**config.mk**
```make
export PLATFORM = sky130hd
export DESIGN_NAME = cis_scan_sequencer
export DESIGN_NICKNAME = d
export VERILOG_FILES = /design/src/rtl/cis_scan_sequencer.sv
export SDC_FILE = /design/constraint.sdc
export NUM_CORES = 1
export LEC_CHECK = 0
export BUFFER_PORTS_ARGS = -buffer_cell sky130_fd_sc_hd__buf_2
export CORE_MARGIN = 2
export CORE_UTILIZATION = 60
export CTS_CLUSTER_SIZE = 25
export DETAILED_ROUTE_END_ITERATION = 10
export GPL_TIMING_DRIVEN = 1
export PLACE_DENSITY = 0.81
export SLEW_MARGIN = 20
export SYNTH_ARGS = -nofsm -noshare
export SYNTH_HDL_FRONTEND = slang
export SYNTH_SLANG_ARGS = --single-unit
```
**constraint.sdc**
```tcl
create_clock -name clk -period 9.03 [get_ports clk]
set_input_delay 0.903 -clock clk [delete_from_list [all_inputs] [get_ports clk]]
set_output_delay 0.903 -clock clk [all_outputs]
set_load 0.01 [all_outputs]
```
**src/rtl/cis_scan_sequencer.sv**
```systemverilog
// cis_scan_sequencer: job scheduler in front of cis_controller.
// Define CIS_SEQ_WDOG_EN to add the RUN-state no-toggle watchdog.
module cis_scan_sequencer #(
   parameter int unsigned ARM_CYCLES = 16,
   parameter logic [23:0] TRIG_MIN   = 24'd5376
`ifdef CIS_SEQ_WDOG_EN
   ,
   parameter logic [23:0] WDOG_CYCLES = 24'd1000000
`endif
) (
   input  logic        clk,
   input  logic        rst,
   input  logic        cmd_valid,
   output logic        cmd_ready,
   input  logic [15:0] cmd_lines,
   input  logic [1:0]  cmd_mode,
   input  logic        cmd_abort,
   input  logic [23:0] trig_period,
   input  logic        si_toggle,
   input  logic [1:0]  si_cnt,
   output logic        cis_rst,
   output logic [1:0]  cis_mode,
   output logic        ext_start,
   output logic        line_done,
   output logic [15:0] line_idx,
   output logic        busy,
   output logic        done,
   output logic        aborted
);

   typedef enum logic [1:0] {
      IDLE,
      ARM,
      RUN
   } state_t;

   localparam int AW = $clog2(ARM_CYCLES + 1);
   localparam logic [AW-1:0] ARM_LAST = AW'(ARM_CYCLES - 1);

   state_t state, next;

   logic [AW-1:0] arm_cnt;
   logic [15:0]   lines_q;
   logic [23:0]   period_q;
   logic [23:0]   trig_tmr;
   logic [15:0]   trig_cnt;
   logic [15:0]   done_cnt;
   logic          saw_blue;
   logic          tog_s1, tog_s2, tog_s3;
   logic [1:0]    cnt_s1, cnt_s2;

   logic colour_start;
   logic line_ev;
   logic last;
   logic wdog_hit;
   logic accept;
   logic finish;
   logic kill_job;
   logic line_set;
   logic fire;

   assign colour_start = tog_s2 ^ tog_s3;
   assign line_ev = (state == RUN) && colour_start
                    && (cnt_s2 == 2'd0) && saw_blue;
   assign last = (done_cnt == lines_q - 16'd1);

`ifdef CIS_SEQ_WDOG_EN
   logic [23:0] wd_cnt;

   assign wdog_hit = (state == RUN) && !colour_start
                     && (wd_cnt == WDOG_CYCLES - 24'd1);

   always_ff @(posedge clk or posedge rst) begin
      if (rst) begin
         wd_cnt <= '0;
      end else if (state != RUN || colour_start) begin
         wd_cnt <= '0;
      end else begin
         wd_cnt <= wd_cnt + 24'd1;
      end
   end
`else
   assign wdog_hit = 1'b0;
`endif

   always_ff @(posedge clk or posedge rst) begin
      if (rst) begin
         state <= IDLE;
      end else begin
         state <= next;
      end
   end

   always_comb begin
      next     = state;
      accept   = 1'b0;
      finish   = 1'b0;
      kill_job = 1'b0;
      line_set = 1'b0;
      fire     = 1'b0;
      unique case (state)
         IDLE: begin
            if (cmd_valid) begin
               accept = 1'b1;
               next   = ARM;
            end
         end
         ARM: begin
            if (cmd_abort) begin
               kill_job = 1'b1;
               next     = IDLE;
            end else if (arm_cnt == ARM_LAST) begin
               next = RUN;
               fire = (cis_mode == 2'd2);
            end
         end
         RUN: begin
            // a final line beats a coincident abort
            if (line_ev && last) begin
               line_set = 1'b1;
               finish   = 1'b1;
               next     = IDLE;
            end else if (cmd_abort || wdog_hit) begin
               kill_job = 1'b1;
               next     = IDLE;
            end else begin
               line_set = line_ev;
               fire     = (cis_mode == 2'd2)
                          && (trig_tmr == period_q - 24'd1)
                          && (trig_cnt != lines_q);
            end
         end
         default: next = IDLE;
      endcase
   end

   always_ff @(posedge clk or posedge rst) begin
      if (rst) begin
         lines_q  <= '0;
         period_q <= '0;
         cis_mode <= '0;
      end else if (accept) begin
         lines_q  <= (cmd_lines == 16'd0) ? 16'd1 : cmd_lines;
         cis_mode <= (cmd_mode == 2'd3) ? 2'd0 : cmd_mode;
         period_q <= (trig_period < TRIG_MIN) ? TRIG_MIN
                                              : trig_period;
      end
   end

   always_ff @(posedge clk or posedge rst) begin
      if (rst) begin
         arm_cnt <= '0;
      end else if (accept) begin
         arm_cnt <= '0;
      end else if (state == ARM) begin
         arm_cnt <= arm_cnt + 1'b1;
      end
   end

   // trigger count caps at lines: pulses issued, not lines done
   always_ff @(posedge clk or posedge rst) begin
      if (rst) begin
         trig_tmr <= '0;
         trig_cnt <= '0;
      end else if (accept) begin
         trig_tmr <= '0;
         trig_cnt <= '0;
      end else if (fire) begin
         trig_tmr <= '0;
         trig_cnt <= trig_cnt + 16'd1;
      end else if (state == RUN && cis_mode == 2'd2
                   && trig_cnt != lines_q) begin
         trig_tmr <= trig_tmr + 24'd1;
      end
   end

   always_ff @(posedge clk or posedge rst) begin
      if (rst) begin
         tog_s1 <= 1'b0;
         tog_s2 <= 1'b0;
         tog_s3 <= 1'b0;
         cnt_s1 <= '0;
         cnt_s2 <= '0;
      end else begin
         tog_s1 <= si_toggle;
         tog_s2 <= tog_s1;
         tog_s3 <= tog_s2;
         cnt_s1 <= si_cnt;
         cnt_s2 <= cnt_s1;
      end
   end

   always_ff @(posedge clk or posedge rst) begin
      if (rst) begin
         saw_blue <= 1'b0;
      end else if (accept) begin
         saw_blue <= 1'b0;
      end else if (state == RUN && colour_start) begin
         saw_blue <= (cnt_s2 == 2'd2);
      end
   end

   always_ff @(posedge clk or posedge rst) begin
      if (rst) begin
         done_cnt <= '0;
         line_idx <= '0;
      end else if (accept) begin
         done_cnt <= '0;
      end else if (line_set) begin
         line_idx <= done_cnt;
         done_cnt <= done_cnt + 16'd1;
      end
   end

   always_ff @(posedge clk or posedge rst) begin
      if (rst) begin
         line_done <= 1'b0;
         done      <= 1'b0;
         aborted   <= 1'b0;
         ext_start <= 1'b0;
      end else begin
         line_done <= line_set;
         done      <= finish;
         aborted   <= kill_job;
         ext_start <= fire;
      end
   end

   assign cmd_ready = (state == IDLE);
   assign cis_rst   = (state == IDLE);
   assign busy      = (state != IDLE);

endmodule
```
# Yosys cells after proc, flatten, opt, wreduce, memory -nomap -nowiden
# Cells that the tools add are included.
# classes
n_mul	0
bitwise	2
n_div	0
n_addsub	6
muxes	35
eq_ne	12
reduce_logical	19
order_cmp	1
n_shift	0
# op_table
op	count
$mux W24	4
$mux W16	5
$add A16 B1 Y16 const B	2
$add A24 B1 Y24 const B	1
$eq A24 B24 Y1	1
$lt A24 B13 Y1 const B	1
$sub A24 B1 Y24 const B	1
$eq A16 B16 Y1	1
$logic_not A16 Y1	1
$ne A16 B16 Y1	1
$sub A16 B1 Y16 const B	1
$mux W1	15
$mux W2	6
$mux W5	2
$reduce_bool A2 Y1	5
$eq A2 B2 Y1 const B	4
$logic_and A1 B1 Y1	8
$pmux W2 S3	1
$add A5 B1 Y5 const B	1
$eq A5 B4 Y1 const B	1
$logic_not A2 Y1	2
$pmux W1 S2	2
$ne A3 B2 Y1 const B	1
$ne A3 B3 Y1 const B	1
7 further kinds	7
# totals
regBits	133
out_inout_bits	25
rom_bits	0
ram_bits	0
latch_bits	0
memories	0

# Longest topological paths before layout
# logic_depth
word_depth	9
ltp_mapped	13

# Worst setup path after synthesis
# No wires, ideal clock.
# synth_path
kind	reg2reg
start	register period_q[0]
end	register trig_cnt[7]
path_buffers	1
setup_ps	78
slack_ps	5797
stages_incl_launch_ff	13
synth_period_minus_slack_ps	3233
arrival_ps	3155
path_cell_list	dfrtp_1 inv_1 ha_1 nor4b_4 nand3_1 or4_1 a22o_1 nor4b_2 and4b_1 nor2_2 buf_6 or4_1 a21oi_1
# synth_via
elab_chain_len	8
# synth_lines
item	line_no	rtl
from (decl)	44	logic [23:0] period_q;
from (signal assigned)	145	period_q <= (trig_period < TRIG_MIN) ? TRIG_MIN
$sub A24 B1 Y24	129	&& (trig_tmr == period_q - 24'd1)
$eq A24 B24 Y1	129	
$logic_and A1 B1 Y1	129	
$logic_and A1 B1 Y1	130	&& (trig_cnt != lines_q);
$mux W1	123	end else if (cmd_abort || wdog_hit) begin
$mux W1	119	if (line_ev && last) begin
$pmux W1 S2	101	unique case (state)
$reduce_bool A2 Y1 (no source line)	--	
to (signal assigned)	170	trig_cnt <= trig_cnt + 16'd1;
to (decl)	46	logic [15:0] trig_cnt;
# Every way passes these cells.
# A chain may end at the register's enable or synchronous reset.

# Worst setup path in the final report
# layout_path
start	register lines_q[0]
end	register trig_tmr[22]
# layout_via
elab_chain_len	7
# layout_lines
item	line_no	rtl
from (decl)	43	logic [15:0] lines_q;
from (signal assigned)	143	lines_q <= (cmd_lines == 16'd0) ? 16'd1 : cmd_lines;
$sub A16 B1 Y16 or $ne A16 B16 Y1 (tied branches)	65, 130, 172	
$eq A16 B16 Y1 or $logic_and A1 B1 Y1 (tied branches)	65, 130	
$logic_and A1 B1 Y1 or $mux W1 (tied branches)	119, 123	
$mux W1	119	
$pmux W1 S2	101	
$mux W24	168	end else if (fire) begin
$mux W24	165	end else if (accept) begin
to (signal assigned)	173	trig_tmr <= trig_tmr + 24'd1;
to (decl)	45	logic [23:0] trig_tmr;
# Several ways; a longest one is shown, not always the timed one.

==> reports/qor.yml <==
path_clk_slew_ps: 60
endpoint_kind: "register"
p_int_w: 0.001432
hold_path_depth: 0
critPathTopFamily: "simple AND/OR/NAND/NOR gates"
core_area_mm2: 0.01247
place_inst: 1022
worst_slew_pin_slew_ps: 1057
m1WireLength_um: 8086
place.gp.congestion: 0.9058
yosysSeqAreaShare_pct: 43.80
status: "finished, final reports clean"
whs_endpoint: "cnt_s2[1]$_DFF_PP0_"
worstPathCellList: "or4_1 -> or3_1 -> a311oi_1 -> and4b_1 -> nand4b_2 -> and4b_1 -> nor2_2 -> nand2_1 -> nor2_1"
p_comb_share_pct: 32.9
cts.htree.levels: 4
antenna_found_initial: 1
die_y_um: 116.5
relSlewSlack_pct: 29.06
synth_warnings: 0
crit_arrival_ps: 4610
io_pins: 74
synthFlopType: "dfrtp_1"
stdcell_count: 1054
grt_max_degree: 76
cts.hold.buffers_added: 0
ant_nets: 0
fin_skew_ps: 6.869
syn-mean-instance-area_um2: 9.255
layout-drive-gt1-share_pct: 15.53
cap_violations: 0
vias_per_cell: 5.945
worst_slack_ps: 4759
post-cts-setup-buffers: 0
slowest_stage: "or4_1"
die_x_um: 116.5
powerDensity_mw_per_mm2: 270.9
holdCritPathClass: "register to register"
hold_viol_final: 0
path_common_cell: "and4b_1"
totalNegativeSetupSlack_ps: 0
initial_utilization_pct: 60.96
worstHoldStart: "cnt_s1[1]$_DFF_PP0_"
ys_types: 64
switching_share_pct: 38.27
path_max_fanout: 24
r2r_start: "lines_q[0]$_DFFE_PP0P_"
dr.pass1.iters: 7
place_hpwl_um: 13030
reg2reg_slack_ps: 4760
cp_num_buf_inv: 0
numCtsBuffers: 17
drv_slew: 0
drt_iter0_drc: 513
ys_ff_latch: 133
rr_worst_depth: 9
wire_per_inst_um: 17.33
syn-num-nets: 880
track_usage_pct: 28.39
met3WireLength_um: 964
max_clock_freq_ghz: 0.2341
antenna-diode-count: 0
clk-insertion-delay-late_ps: 430
min_period_ps: 4271
clock-sinks: 133
synth_edf_count: 0
die_area_mm2: 0.01358
dr_total_vias: 6266
root_buffer: "clkbuf_16"
nets: 928
cts_tree: "yes"
grt_overflow: 0
drcViolationCount: 0
syn_inst: 821
cts-resized-gates: 0
required_ps: 9370
slowest_delay_ps: 720
drt-total-wl_um: 18270
reg2reg_to: "trig_tmr[22]$_DFFE_PP0P_"
area_growth_pct: 12.68
async_flop_share_pct: 100.0
critPathKind: "register to register"
clockBufferDepth: 2
routed-wl-met2_um: 8746
rows: 41
synth_area_mm2: 0.007599
p_leak_nw: 4.009
grt_pass1_vias: 6177
p_sw_w: 0.0008876
place_ws_ps: 4777
io_buffers: 73
grt_first_pass_wirelength_um: 29700
ir_drop_mv: 0.3362
top_layer: "met5"
cp-start-kind: "register"
clock_power_share_pct: 28.7
finalCritPeriodShare_pct: 47.30
setup_viol: 0
rsz0062_at_grt: "false"
seqPwrFrac_pct: 38.4
final cells by class:
class / count / area, µm²
fill: 970 / 3904
clock inverter: 9 / 103.9
tap: 172 / 215.2
timing repair buffer: 76 / 387.9
inverter: 24 / 92.59
clock buffer: 23 / 457.9
multi-input combinational: 617 / 3976
sequential: 133 / 3328
worst register-to-register path, delay by kind of cell, from the launching register on:
family / cells / cell delay, ps
compound gates: 1 / 270
simple gates: 8 / 3470
flops: 1 / 430
how the worst max path moves through the flow:
| stage | end | cells after the start | startpoint |
|---|---|---|---|
| after CTS | trig_tmr[22]$_DFFE_PP0P_ | 9 | lines_q[2]$_DFFE_PP0P_ |
| after global routing | trig_tmr[12]$_DFFE_PP0P_ | 9 | lines_q[2]$_DFFE_PP0P_ |
| after global placement | trig_tmr[22]$_DFFE_PP0P_ | 9 | lines_q[2]$_DFFE_PP0P_ |
| after floorplan | aborted$_DFF_PP0_ | 1 | rst |
| final | trig_tmr[22]$_DFFE_PP0P_ | 9 | lines_q[0]$_DFFE_PP0P_ |
| after detailed placement | trig_tmr[22]$_DFFE_PP0P_ | 9 | lines_q[2]$_DFFE_PP0P_ |
power groups by stage:
| stage | clock [W] | sequential (W) | combinational [W] |
|---|---|---|---|
| 2_1_floorplan | 0 | 0.000802 | 0.000655 |
| 3_3_place_gp | 0 | 0.000887 | 0.000722 |
| 3_5_place_dp | 0 | 0.000894 | 0.000749 |
| 4_1_cts | 0.000671 | 0.000887 | 0.000759 |
| 5_1_grt | 0.000704 | 0.000911 | 0.000857 |
| 6_report | 0.000666 | 0.000891 | 0.000763 |
cell usage after synthesis, drive strengths merged (3+ instances only):
| cell | instances | share of area (%) |
|---|---|---|
| nand3b | 5 | 0.49 |
| and2 | 9 | 0.74 |
| nor4 | 16 | 1.4 |
| xor2 | 60 | 6.9 |
| nand3 | 18 | 1.2 |
| nor3 | 20 | 1.4 |
| a31oi | 6 | 0.49 |
| nor2b | 8 | 0.66 |
| nor3b | 6 | 0.59 |
| ha | 10 | 1.6 |
| or3 | 8 | 0.66 |
| xnor2 | 44 | 5.1 |
| a21oi | 22 | 1.4 |
| o21ai | 19 | 1.3 |
| dfrtp | 133 | 44 |
| a2111oi | 3 | 0.35 |
| inv | 24 | 1.2 |
| nand2 | 115 | 5.7 |
| nor4b | 6 | 1.3 |
| nand4b | 3 | 0.43 |
| o31ai | 9 | 0.89 |
| buf | 20 | 1.5 |
| o2111ai | 3 | 0.35 |
| and3 | 16 | 1.3 |
| mux2i | 11 | 1.4 |
| or2 | 3 | 0.25 |
| and4b | 3 | 0.40 |
| or4 | 12 | 1.2 |
| a311oi | 3 | 0.35 |
| nor2 | 85 | 4.2 |
| nand2b | 4 | 0.33 |
| nand4 | 27 | 2.2 |
| mux2 | 17 | 2.5 |
| a41o | 3 | 0.40 |
| and4 | 5 | 0.58 |
| o211ai | 7 | 0.69 |
| a22o | 8 | 0.92 |
| clkbuf | 27 | 1.3 |
state kept, by name, indices dropped and copies added (netlist names):
| register | cells |
|---|---|
| aborted | 1 |
| arm_cnt | 5 |
| cis_mode | 2 |
| cnt_s1 | 2 |
| cnt_s2 | 2 |
| done | 1 |
| done_cnt | 16 |
| ext_start | 1 |
| line_done | 1 |
| line_idx | 16 |
| lines_q | 16 |
| period_q | 24 |
| saw_blue | 1 |
| state | 2 |
| tog_s1 | 1 |
| tog_s2 | 1 |
| tog_s3 | 1 |
| trig_cnt | 16 |
| trig_tmr | 24 |
cells by family (layout without fill, tap and decap cells):
kind of cell	count (synthesis)	in the layout	synth area share (%)
xor+xnor	104	104	11.99
mux	28	28	3.968
fa+ha+maj	10	10	1.647
simple gates	373	373	25.47
flops	133	133	43.80
compound gates	102	102	9.139
buf+inv	71	132	3.985
cell usage in the layout (no fill, tap or decap), types with 11 or more instances in the layout:
cell / n
mux2_2: 17
nor3_1: 19
nand2_1: 115
buf_2: 73
mux2i_1: 11
a21oi_1: 22
or4_1: 12
and3_1: 16
o21ai_0: 18
nand3_1: 18
nor2_1: 84
dfrtp_1: 133
nor4_1: 15
inv_1: 23
nand4_1: 27
xor2_1: 60
clkbuf_16: 17
xnor2_1: 44
per-stage QoR:
stage | hold slack, ps | power, W | util, % | area [µm²]
after global routing | 365.6 | 0.002471 | 68.68 | 8562
after CTS | 347.0 | 0.002318 | 68.68 | 8562
after global placement | 334.8 | 0.001609 | 64.12 | 7993
final | 345.8 | 0.002319 | 68.68 | 8562
after floorplan | 331.2 | 0.001458 | - | 7599
after detailed placement | 334.7 | 0.001644 | 64.18 | 8000
per-layer routing:
metal	global-route usage, %	vias to the layer above
li1	-	2965
met1	36.71	3078
met2	46.12	182
met3	6.954	39
met4	11.53	2
met5	0	-
(Power assumes the default switching activity.)
